## src/rtl/pipe_stage_reg.sv

```systemverilog
// rtl/pipe_stage_reg.sv - pipeline stage register with optional two-entry skid buffer
// Holds up to two payloads in order; main always feeds the output, skid catches the overflow.
module pipe_stage_reg #(
  parameter int PAYLOAD_W   = 110,
  parameter int SKID_EN     = 1,
  parameter int BUBBLE_ZERO = 1,
  parameter int CNT_W       = 16
) (
  input  logic                 clk,
  input  logic                 rst,
  input  logic                 in_valid,
  output logic                 in_ready,
  input  logic [PAYLOAD_W-1:0] in_data,
  input  logic                 flush,
  output logic                 out_valid,
  input  logic                 out_ready,
  output logic [PAYLOAD_W-1:0] out_data,
  output logic [1:0]           occupancy,
  input  logic                 stat_clr,
  output logic [CNT_W-1:0]     stall_cnt
);

  typedef enum logic [1:0] {
    S_EMPTY = 2'd0,
    S_ONE   = 2'd1,
    S_TWO   = 2'd2
  } state_t;

  localparam logic SKID = (SKID_EN != 0);
  localparam logic BZ   = (BUBBLE_ZERO != 0);

  state_t               state_q, state_d;
  logic [PAYLOAD_W-1:0] main_q, main_d;
  logic [PAYLOAD_W-1:0] skid_q, skid_d;
  logic                 ready_q, ready_d;
  logic [CNT_W-1:0]     cnt_q, cnt_d;
  logic                 in_fire;
  logic                 out_fire;

  assign out_valid = (state_q != S_EMPTY);
  assign occupancy = state_q;
  // Skid mode uses a registered ready so upstream never sees a combinational path from out_ready.
  assign in_ready  = SKID ? ready_q : (!out_valid || out_ready);
  assign in_fire   = in_valid && in_ready;
  assign out_fire  = out_valid && out_ready;
  assign out_data  = (BZ && !out_valid) ? '0 : main_q;
  assign stall_cnt = cnt_q;

  always_comb begin
    state_d = state_q;
    main_d  = main_q;
    skid_d  = skid_q;
    if (flush) begin
      state_d = S_EMPTY;
    end else begin
      case (state_q)
        S_EMPTY: begin
          if (in_fire) begin
            state_d = S_ONE;
            main_d  = in_data;
          end
        end
        S_ONE: begin
          if (in_fire && out_fire) begin
            main_d = in_data;
          end else if (in_fire && SKID) begin
            state_d = S_TWO;
            skid_d  = in_data;
          end else if (out_fire) begin
            state_d = S_EMPTY;
          end
        end
        S_TWO: begin
          if (out_fire) begin
            state_d = S_ONE;
            main_d  = skid_q;
          end
        end
        default: state_d = S_EMPTY;
      endcase
    end
    ready_d = (state_d != S_TWO);
  end

  always_comb begin
    cnt_d = cnt_q;
    if (stat_clr) begin
      cnt_d = '0;
    end else if (out_valid && !out_ready && (cnt_q != {CNT_W{1'b1}})) begin
      cnt_d = cnt_q + 1'b1;
    end
  end

  always_ff @(posedge clk or posedge rst) begin
    if (rst) begin
      state_q <= S_EMPTY;
      main_q  <= '0;
      skid_q  <= '0;
      ready_q <= 1'b0;
      cnt_q   <= '0;
    end else begin
      state_q <= state_d;
      main_q  <= main_d;
      skid_q  <= skid_d;
      ready_q <= ready_d;
      cnt_q   <= cnt_d;
    end
  end

endmodule
```

## config.mk

```make
export PLATFORM = sky130hd
export DESIGN_NAME = pipe_stage_reg
export DESIGN_NICKNAME = d
export VERILOG_FILES = /design/src/rtl/pipe_stage_reg.sv
export SDC_FILE = /design/constraint.sdc
export NUM_CORES = 1
export LEC_CHECK = 0
export CORE_MARGIN = 1.5
export CORE_UTILIZATION = 55
export DETAILED_ROUTE_END_ITERATION = 12
export DONT_BUFFER_PORTS = 1
export PLACE_DENSITY = 0.77
export SLEW_MARGIN = 20
export SYNTH_ARGS = -nofsm -noshare
export SYNTH_HDL_FRONTEND = slang
export SYNTH_SLANG_ARGS = --single-unit
```

## constraint.sdc

```tcl
create_clock -name clk -period 9.1 [get_ports clk]
set_input_delay 1.82 -clock clk [delete_from_list [all_inputs] [get_ports clk]]
set_output_delay 1.82 -clock clk [all_outputs]
set_load 0.02 [all_outputs]
```

Word level (Yosys, flattened, before mapping) --
Index checks and enable logic that the tools add are counted.
Cells by class: multiplexer cells 14, divide/modulo/power cells 0, bitwise gates (word level) 2, $lt $le $gt $ge 0, shift operators 0, reduce and logical (&&, ||, !) cells 12, eq/ne operators 7, multiply operators 0, $add $sub $neg 1
Operators by type and width (number):
- two-way mux 110 bit | 4
- one-hot mux 110 bit (3 select lines) | 1
- two-way mux 16 bit | 2
- adder 16 x 1 -> 16 bit (second input constant) | 1
- != test 16 bit (second input constant) | 1
- two-way mux 2 bit | 6
- != test 2 bit (second input constant) | 4
- one-hot mux 2 bit (3 select lines) | 1
- logical AND 1 bit | 5
- AND reduction 5 bit | 1
- AND reduction 4 bit | 1
- nonzero test 2 bit | 2
- nonzero test 3 bit | 1
- == test 2 x 1 -> 1 bit (second input constant) | 1
- == test 2 bit (second input constant) | 1
- logical NOT 2 bit | 1
- NOT 1 bit | 2
- logical NOT 1 bit | 1
Word-level totals: bits in writable memories 0, ROM bits 0, latch bits 0, bits of input ports 116, memories kept 0, register bits after elaboration 239

Longest topological paths before layout --
Gate-level depths: netlist (run 1).
depth after elaboration 8, mapped depth 7, gate-level depth less buffers 5

Worst setup path after synthesis (run 1) --
Ideal clock, no wire load.
path type register to output, from register state_q[1] (netlist: occupancy[1]), to output out_data[10], stages on the path, launching flop included 6, slack 5.782 ns, buffers on the path 3, arrival time 1.498 ns, data required time 7.280 ns, path through dfrtp_1 buf_4 or2_2 clkbuf_1 clkbuf_1 and2_1
On the way: word-level cells in the longest chain between the ends 2
RTL lines:
- from (decl) | RTL line 32 | state_t state_q, state_d;
- from (signal assigned) | RTL line 102 | state_q <= state_d;
- nonzero test 2 bit | RTL line 40 | assign out_valid = (state_q != S_EMPTY);
- two-way mux 110 bit | RTL line 46 | assign out_data = (BZ && !out_valid) ? '0 : main_q;
- to (decl) | RTL line 17 | output logic [PAYLOAD_W-1:0] out_data,
No other way between the ends.

Worst setup path after layout (run 1) --
from register state_q[1] (netlist: occupancy[1]), to output out_data[11]
On the way: word-level cells in the longest chain between the ends 2
RTL lines:
- nonzero test 2 bit | RTL line 40
- named net out_valid | RTL line 15 | output logic out_valid,
- two-way mux 110 bit | RTL line 46
The timed path passes the listed nets, and every way through them passes these cells.

==> impl_metrics.py, run 1 <==
metrics = {
    "global_routing": {
        "grt_max_degree": 165,
        "grt_pass1_wl_mm": 37.48,
        "gr-total-overflow": 0,
        "antenna_found_initial": 0,
        "grt_pass1_vias": 7177,
        "grtUsageTotal_pct": 21.59,
    },
    "die": {
        "rows": 52,
        "io_pins": 246,
        "die_w_um": 146.0,
        "initial_core_util_pct": 55.79,
        "die_y_um": 146.0,
        "die-area_um2": 21320,
        "fp.coreArea_um2": 20170,
    },
    "synthesis": {
        "ys_top_cells_by_area": "dfrtp_1 53%, mux2_2 33%, and2_1 6.2%",
        "yosys_warnings": 0,
        "yosysSeqAreaShare_pct": 53.15,
        "ys_ff_latch": 239,
        "syn_area_per_cell_um2": 13.54,
        "synth_top_cell_by_area": "dfrtp_1",
        "syn_inst": 831,
        "synth.distinct_cells": 37,
        "syn-cell-area_um2": 11250,
        "syn_nets": 948,
        "synth_top_area_share_pct": 53.15,
    },
    "cells_and_area": {
        "syn_to_final_growth_pct": 8.540,
        "final_cells": 1100,
        "drive_above_1_share_pct": 45.54,
        "layout.nets": 929,
        "fillers": 1550,
        "layout_common_cells": "332 x mux2_2, 239 x dfrtp_1, 111 x and2_1, 27 x clkbuf_16, 14 x a21oi_1",
        "layout_commonest_cell": "mux2_2",
        "antenna_cells": 0,
    },
    "run_status": {
        "status": "finished clean",
    },
    "cts": {
        "cts-buffers-inserted": 26,
        "htree_levels": 1,
        "cts-root-buf": "clkbuf_16",
        "clkLatencyLatePin_ns": 0.52,
        "clk_path_buf_depth": 3,
        "tritoncts": "done",
        "hold_buffers": 0,
        "clock-sinks": 239,
        "clkSlewWorstSetupHoldPaths_ns": 0.06,
        "post_cts_buffers": 0,
        "cts_resized": 0,
    },
    "sta": {
        "clock_skew_ns": 0.03108,
        "final.setup.tns_ns": 0,
        "slew_headroom_pct": 34.96,
        "slew_violations": 0,
        "tightest_slew_ns": 0.9756,
        "rsz0062_at_grt": "false",
        "max_freq_mhz": 243.5,
        "finalSetupViolCount": 0,
        "finalHoldViolCount": 0,
        "period_share_pct": 45.12,
        "min_period_ns": 4.106,
    },
    "pwr": {
        "peakVddDrop_mv": 0.1778,
        "leakage_nw": 5.165,
        "powerDensity_nw_per_um2": 237.6,
    },
    "placement": {
        "placed_cells": 1053,
        "place_congestion": 0.7724,
        "dpl.hpwl_mm": 14.74,
        "portBuffers": 0,
    },
    "setup_path": {
        "end_kind": "primary output",
        "cp_data_arrival_time_ns": 2.29,
        "crit_slowest_cell": "dfrtp_1",
        "max_stage_delay_ns": 0.62,
        "path_cells": "or2_4 > buf_16 > and2_1",
        "rrSetupSlack_ns": 6.00,
        "setup.worst_path.start_class": "flop",
        "criticalPathCategory": "flop to primary output",
        "cp_max_fo": 82,
        "required_ns": 7.28,
    },
    "drt": {
        "wl_mm": 22.88,
        "via_per_inst": 5.865,
        "vias": 6452,
        "initialDrtViolationCount": 185,
        "ant_nets": 0,
        "drc": 0,
        "dr.pass1.iters": 4,
        "routedWlPerCell_um": 20.80,
    },
    "run": {
        "cap_violations": 0,
    },
    "hold_path": {
        "hold_class": "flop to flop",
    },
}
[sequential cells by signal (all words and copies together) (netlist names)]
| register | cells |
|---|---|
| occupancy | 2 |
| in_ready | 1 |
| main_q | 110 |
| skid_q | 110 |
| stall_cnt | 16 |
[synthesized netlist by cell type]
cell / number
mux2_2: 332
dfrtp_1: 239
and2_1: 111
buf_2: 34
clkbuf_1: 18
a21oi_1: 14
o31ai_1: 8
or4_1: 8
nand2_1: 7
nor2_1: 7
inv_1: 5
nand3_1: 5
nor3_1: 5
or3_1: 5
nor2b_1: 4
o21ai_0: 4
and3b_1: 2
and4_1: 2
mux2i_1: 2
nand2b_1: 2
a311oi_1: 1
a41oi_1: 1
and2b_1: 1
and3_1: 1
and4b_1: 1
buf_1: 1
buf_4: 1
ha_1: 1
nand3b_1: 1
nand4_1: 1
nor4b_1: 1
o2111ai_1: 1
o211ai_1: 1
o21bai_1: 1
o21bai_4: 1
o22a_1: 1
or2_2: 1
[worst max-delay path, delay by kind of cell (launching register included)]
| family | cells | cell delay [ns] |
|---|---|---|
| DFF | 1 | 0.62 |
| buffers and inverters | 1 | 0.31 |
| and+or+nand+nor | 2 | 0.80 |
[kinds of logic (layout without fill, tap and decap cells)]
kind of cell	after synthesis	after routing	share of synthesized area, %
adder cells (fa/ha/maj)	1	1	0.1112
flip-flops	239	239	53.15
buffers and inverters	59	58	2.380
multiplexers	334	334	33.40
AO/OA/AOI/OAI	33	33	1.946
AND/OR/NAND/NOR	165	165	9.007
[metrics by stage]
stage	instance area [µm²]	total power [mW]	hold WS [ns]	worst slack [ns]	utilization, %
3_3_place_gp	11410	1.920	0.4784	4.994	56.57
3_5_place_dp	11410	1.974	0.4861	4.896	56.57
6_report	12210	2.902	0.4941	4.994	60.55
4_1_cts	12180	2.935	0.4994	4.686	60.39
2_1_floorplan	11250	1.860	0.4706	0.7202	-
5_1_grt	12210	3.044	0.5090	4.871	60.55
[cell type report]
class	instances	area, µm²	share of cell area (%)
flip-flops and latches	239	5981	48.97
multi-input cells	533	5020	41.10
clock buffers	40	734.5	6.014
well taps	270	337.8	2.766
repair buffers	7	72.57	0.5942
clock inverters	6	36.28	0.2971
inverters	5	31.28	0.2561
[final timing paths]
| kind | from | to | cells past startpoint |
|---|---|---|---|
| setup / recovery | occupancy[1]$_DFF_PP0_ | out_data[11] | 3 |
| hold / removal | main_q[29]$_DFFE_PP0P_ | main_q[29]$_DFFE_PP0P_ | 1 |
| setup reg to reg | occupancy[0]$_DFF_PP0_ | main_q[68]$_DFFE_PP0P_ | 4 |
| hold reg to reg | main_q[29]$_DFFE_PP0P_ | main_q[29]$_DFFE_PP0P_ | 1 |
| max in group asynchronous | rst | skid_q[82]$_DFFE_PP0P_ | 2 |
| min in group asynchronous | rst | skid_q[14]$_DFFE_PP0P_ | 1 |
[power breakdown]
part | leakage, nW | switching [mW] | internal [mW]
registers | 2.90 | 0.126 | 1.32
logic | 1.89 | 0.239 | 0.265
clock network | 0.374 | 0.395 | 0.553
[metal layers]
| metal | vias up | share of wire (%) | GRT usage [%] | wire [µm] |
|---|---|---|---|---|
| li1 | 2897 | - | - | - |
| met1 | 3309 | 39 | 24.87 | 8850 |
| met2 | 194 | 50 | 37.67 | 11450 |
| met3 | 52 | 7.3 | 6.625 | 1666 |
| met4 | 0 | 4.0 | 8.586 | 913 |
| met5 | - | 0 | 0 | 0 |
Note: power is estimated with default switching activity, not from simulation.
==> run 2: changes to the inputs <==
==> constraint.sdc (replaced) <==
create_clock -name clk -period 4.1 [get_ports clk]
set_input_delay 0.82 -clock clk [delete_from_list [all_inputs] [get_ports clk]]
set_output_delay 0.82 -clock clk [all_outputs]
set_load 0.02 [all_outputs]
==> run 2 against run 1 <==
Compared with the run above:
- first-iteration DRC count grew 25%
- routed wire length increased by 1.0%
- clock skew fell by 0.017 ns
- sequential share of layout area down 0.45 points
- critical path depth unchanged
- final cell count is essentially flat
- flip-flop and latch count unchanged
- die area stayed put
==> impl_metrics.py, run 2 (same netlist as run 1, synthesis figures left out) <==
metrics = {
    "cts": {
        "clock-sinks": 239,
        "tritoncts": "done",
        "htree_levels": 1,
        "post_cts_buffers": 0,
        "hold_buffers": 0,
        "clkLatencyLatePin_ns": 0.51,
        "clk_path_buf_depth": 3,
        "cts-buffers-inserted": 25,
        "clkSlewWorstSetupHoldPaths_ns": 0.06,
        "cts_resized": 0,
        "cts-root-buf": "clkbuf_16",
    },
    "setup_path": {
        "r2r_start": "occupancy[1]$_DFF_PP0_",
        "max_stage_delay_ns": 0.71,
        "crit_slowest_cell": "or2_2",
        "path_cells": "or2_2 > buf_12 > and2_1",
        "required_ns": 3.28,
        "cp.depth": 3,
        "end_kind": "primary output",
        "cp_data_arrival_time_ns": 2.54,
        "critical_path_buf_inv_count": 1,
        "cp_max_fo": 64,
        "cp-startpoint": "occupancy[1]$_DFF_PP0_",
        "cp_top_family": "simple AND/OR/NAND/NOR gates",
        "setup.worst_path.start_class": "flop",
        "criticalPathCategory": "flop to primary output",
        "r2r_cells": 4,
    },
    "die": {
        "initial_core_util_pct": 55.79,
        "die_w_um": 146.0,
        "io_pins": 246,
        "fp.coreArea_um2": 20170,
        "die-area_um2": 21320,
        "die_y_um": 146.0,
        "rows": 52,
    },
    "global_routing": {
        "grt_pass1_wl_mm": 38.05,
        "grtUsageTotal_pct": 22.03,
        "gr-total-overflow": 0,
        "antenna_found_initial": 0,
        "grt_max_degree": 148,
        "grt_pass1_vias": 7154,
    },
    "sta": {
        "slew_violations": 0,
        "period_share_pct": 82.05,
        "tightest_slew_ns": 0.8093,
        "finalHoldViolCount": 0,
        "max_freq_mhz": 297.3,
        "clock_skew_ns": 0.01394,
        "finalSetupViolCount": 0,
        "rsz0062_at_grt": "false",
        "min_period_ns": 3.364,
        "final.setup.tns_ns": 0,
        "slew_headroom_pct": 46.05,
    },
    "pwr": {
        "peakVddDrop_mv": 0.3599,
        "powerDensity_nw_per_um2": 537.0,
        "leakage_nw": 5.220,
    },
    "cells_and_area": {
        "layout_common_cells": "332 x mux2_2, 239 x dfrtp_1, 111 x and2_1, 25 x clkbuf_16, 14 x a21oi_1",
        "final_cells": 1099,
        "fin_area_um2": 12330,
        "antenna_cells": 0,
        "drive_above_1_share_pct": 45.96,
        "syn_to_final_growth_pct": 9.541,
        "layout_commonest_cell": "mux2_2",
        "layout.nets": 930,
    },
    "placement": {
        "place_congestion": 0.7943,
        "dpl.hpwl_mm": 15.02,
        "placed_cells": 1056,
        "portBuffers": 0,
        "placed_area_um2": 11500,
    },
    "drt": {
        "vias": 6493,
        "initialDrtViolationCount": 231,
        "via_per_inst": 5.908,
        "ant_nets": 0,
        "drc": 0,
        "wl_mm": 23.12,
        "routedWlPerCell_um": 21.03,
        "dr.pass1.iters": 4,
    },
    "hold_path": {
        "hold_class": "input pin to asynchronous set/reset pin",
    },
    "run": {
        "cap_violations": 0,
    },
    "run_status": {
        "status": "finished clean",
    },
}
[run 2: per-layer routing]
layer	track usage (%)	part of all wire [%]	wire length (µm)
met3	6.000	6.9	1597
met4	7.677	3.7	849
met1	26.29	39	8987
met2	38.50	51	11680
met5	0	0	0
[run 2: path summary, 6_finish.rpt]
kind / end / slack [ns]
setup / recovery: out_data[102] / 0.74
hold / removal: main_q[89]$_DFFE_PP0P_ / 0.36
setup reg to reg: main_q[38]$_DFFE_PP0P_ / 1.54
hold reg to reg: main_q[22]$_DFFE_PP0P_ / 0.50
max in group asynchronous: skid_q[65]$_DFFE_PP0P_ / 3.06
min in group clk: stall_cnt[14]$_DFFE_PP0P_ / 0.36
[run 2: area by class of cell]
cell class	instances	area, µm²
clock buffers	38	724.4
clock inverters	5	100.1
fillers	1527	7844
inverters	5	22.52
multi-input cells	533	5017
flip-flops and latches	239	5981
well taps	270	337.8
repair buffers	9	142.6
[run 2: power by group]
part,switching [mW],internal [mW],total [mW]
sequential,0.291,2.94,3.23
combinational,0.527,0.590,1.12
clock,0.877,1.40,2.27
[run 2: through the flow]
stage                     power (mW)  hold WS (ns)  utilization (%)  worst slack, ns
after detailed placement       4.396        0.4859            57.02            1.282
after global placement         4.278        0.4782            57.02            1.383
final                          6.618        0.3577            61.11           0.7360
after global routing           6.947        0.3354            61.11           0.5540
after floorplan                4.129        0.4706                -           0.1462
after CTS                      6.698        0.3391            61.11           0.7044
==> run 3: changes to the inputs <==
==> constraint.sdc (replaced) <==
create_clock -name clk -period 3.12 [get_ports clk]
set_input_delay 0.624 -clock clk [delete_from_list [all_inputs] [get_ports clk]]
set_output_delay 0.624 -clock clk [all_outputs]
set_load 0.02 [all_outputs]
==> run 3 against run 2 <==
Compared with the run above:
- worst hold slack got worse by 0.19 ns
- clock power increased by 54%
- design area increased by 1.9%
- clock skew decreased by 0.0077 ns
- non-clock buffer count increased by 7
- final cell count increased by 1.0%
- flip-flop and latch count unchanged
- largest power group unchanged
==> impl_metrics.py, run 3 (same netlist as run 1, synthesis figures left out) <==
metrics = {
    "cts": {
        "cts-root-buf": "clkbuf_16",
        "tritoncts": "done",
        "hold_buffers": 0,
        "clkSlewWorstSetupHoldPaths_ns": 0.06,
        "clock-sinks": 239,
        "cts_resized": 0,
        "cts-buffers-inserted": 26,
        "clkLatencyLatePin_ns": 0.51,
        "clk_path_buf_depth": 3,
        "post_cts_buffers": 0,
        "htree_levels": 1,
    },
    "drt": {
        "initialDrtViolationCount": 259,
        "vias": 6524,
        "drt-met1-wl_mm": 9.252,
        "wl_mm": 23.26,
        "dr_wl_met3_mm": 1.729,
        "routedWlPerCell_um": 20.96,
        "drc": 0,
        "top_layer_used": "met4",
        "ant_nets": 0,
        "wl_met2_mm": 11.83,
        "via_per_inst": 5.877,
        "dr.pass1.iters": 4,
    },
    "sta": {
        "clock_skew_ns": 0.006189,
        "slew_violations": 0,
        "final.setup.tns_ns": 0,
        "finalHoldViolCount": 0,
        "min_period_ns": 2.861,
        "period_share_pct": 91.71,
        "finalSetupViolCount": 0,
        "tightest_slew_ns": 0.9126,
        "rsz0062_at_grt": "false",
        "timing.hold.ws_ns": 0.1667,
        "slew_headroom_pct": 39.03,
        "fin_ws_ns": 0.2586,
        "max_freq_mhz": 349.5,
    },
    "cells_and_area": {
        "layout.nets": 938,
        "utilization_pct": 62.26,
        "antenna_cells": 0,
        "final_cells": 1110,
        "fillers": 1517,
        "ff_latch_area_um2": 5981,
        "drive_above_1_share_pct": 47.14,
        "syn_to_final_growth_pct": 11.61,
        "multi_input_area_um2": 5017,
        "layout_common_cells": "332 x mux2_2, 239 x dfrtp_1, 111 x and2_1, 27 x clkbuf_16, 14 x a21oi_1",
        "layout_commonest_cell": "mux2_2",
        "fin_area_um2": 12560,
    },
    "pwr": {
        "peakVddDrop_mv": 0.4182,
        "leakage_nw": 5.345,
        "power.total_mw": 9.206,
        "powerDensity_nw_per_um2": 733.1,
    },
    "setup_path": {
        "end_kind": "primary output",
        "required_ns": 2.50,
        "criticalPathCategory": "flop to primary output",
        "cp_max_fo": 63,
        "cp_data_arrival_time_ns": 2.24,
        "r2r_start": "occupancy[0]$_DFF_PP0_",
        "setup.worst_path.start_class": "flop",
        "cp-startpoint": "occupancy[1]$_DFF_PP0_",
        "rrSetupSlack_ns": 0.72,
    },
    "global_routing": {
        "antenna_found_initial": 0,
        "grt_pass1_vias": 7068,
        "grt_pass1_wl_mm": 37.30,
        "grtUsageTotal_pct": 21.52,
        "gr-total-overflow": 0,
        "grt_max_degree": 112,
    },
    "placement": {
        "placed_cells": 1063,
        "dpl.hpwl_mm": 15.26,
        "place_congestion": 0.7951,
        "placed_area_um2": 11570,
        "place_ws_ns": 0.7333,
        "portBuffers": 0,
    },
    "die": {
        "die_w_um": 146.0,
        "die_y_um": 146.0,
        "fp.coreArea_um2": 20170,
        "rows": 52,
        "io_pins": 246,
        "initial_core_util_pct": 55.79,
        "die-area_um2": 21320,
    },
    "hold_path": {
        "hold_class": "input pin to asynchronous set/reset pin",
    },
    "run": {
        "cap_violations": 0,
    },
    "run_status": {
        "status": "finished clean",
    },
}
==> run 3: changes by cell type in the layout (fill, tap and decap cells not counted), sizes merged <==
| cell | change |
|---|---|
| buf | +7 |
| bufinv | +5 |
| clkbuf | -5 |
| clkinv | +4 |
==> run 3: critical path, cell delays in order (launching register included) <==
cell,delay [ns]
dfrtp_1,0.63
or2_2,0.22
buf_4,0.46
and2_1,0.36
==> run 3: path summary, 6_finish.rpt <==
check,to,cells past startpoint
max in group asynchronous,main_q[75]$_DFFE_PP0P_,2
worst max-delay path,out_data[33],3
worst min register to register,main_q[16]$_DFFE_PP0P_,1
worst max register to register,main_q[50]$_DFFE_PP0P_,5
min in group clk,stall_cnt[0]$_DFFE_PP0P_,1
worst min-delay path,main_q[81]$_DFFE_PP0P_,1
==> run 3: final cells by class <==
type / count / area share, %
Clock buffer: 33 / 5.719
Clock inverter: 14 / 2.182
Tap cell: 270 / 2.690
Multi-Input combinational cell: 533 / 39.95
Sequential cell: 239 / 47.62
Timing Repair Buffer: 16 / 1.654
Inverter: 5 / 0.1793
==> run 3: routing by layer <==
| metal | global-route usage [%] | up-vias |
|---|---|---|
| met1 | 26.23 | 3381 |
| li1 | - | 2908 |
| met4 | 5.253 | 0 |
| met2 | 37.88 | 201 |
| met3 | 6.063 | 34 |
| met5 | 0 | - |
==> run 3: report_power, final <==
group          internal, mW  switching [mW]  total, mW
clock network          2.28            1.20       3.49
logic                 0.785           0.696       1.48
registers              3.86           0.378       4.24
total                  6.93            2.28       9.21
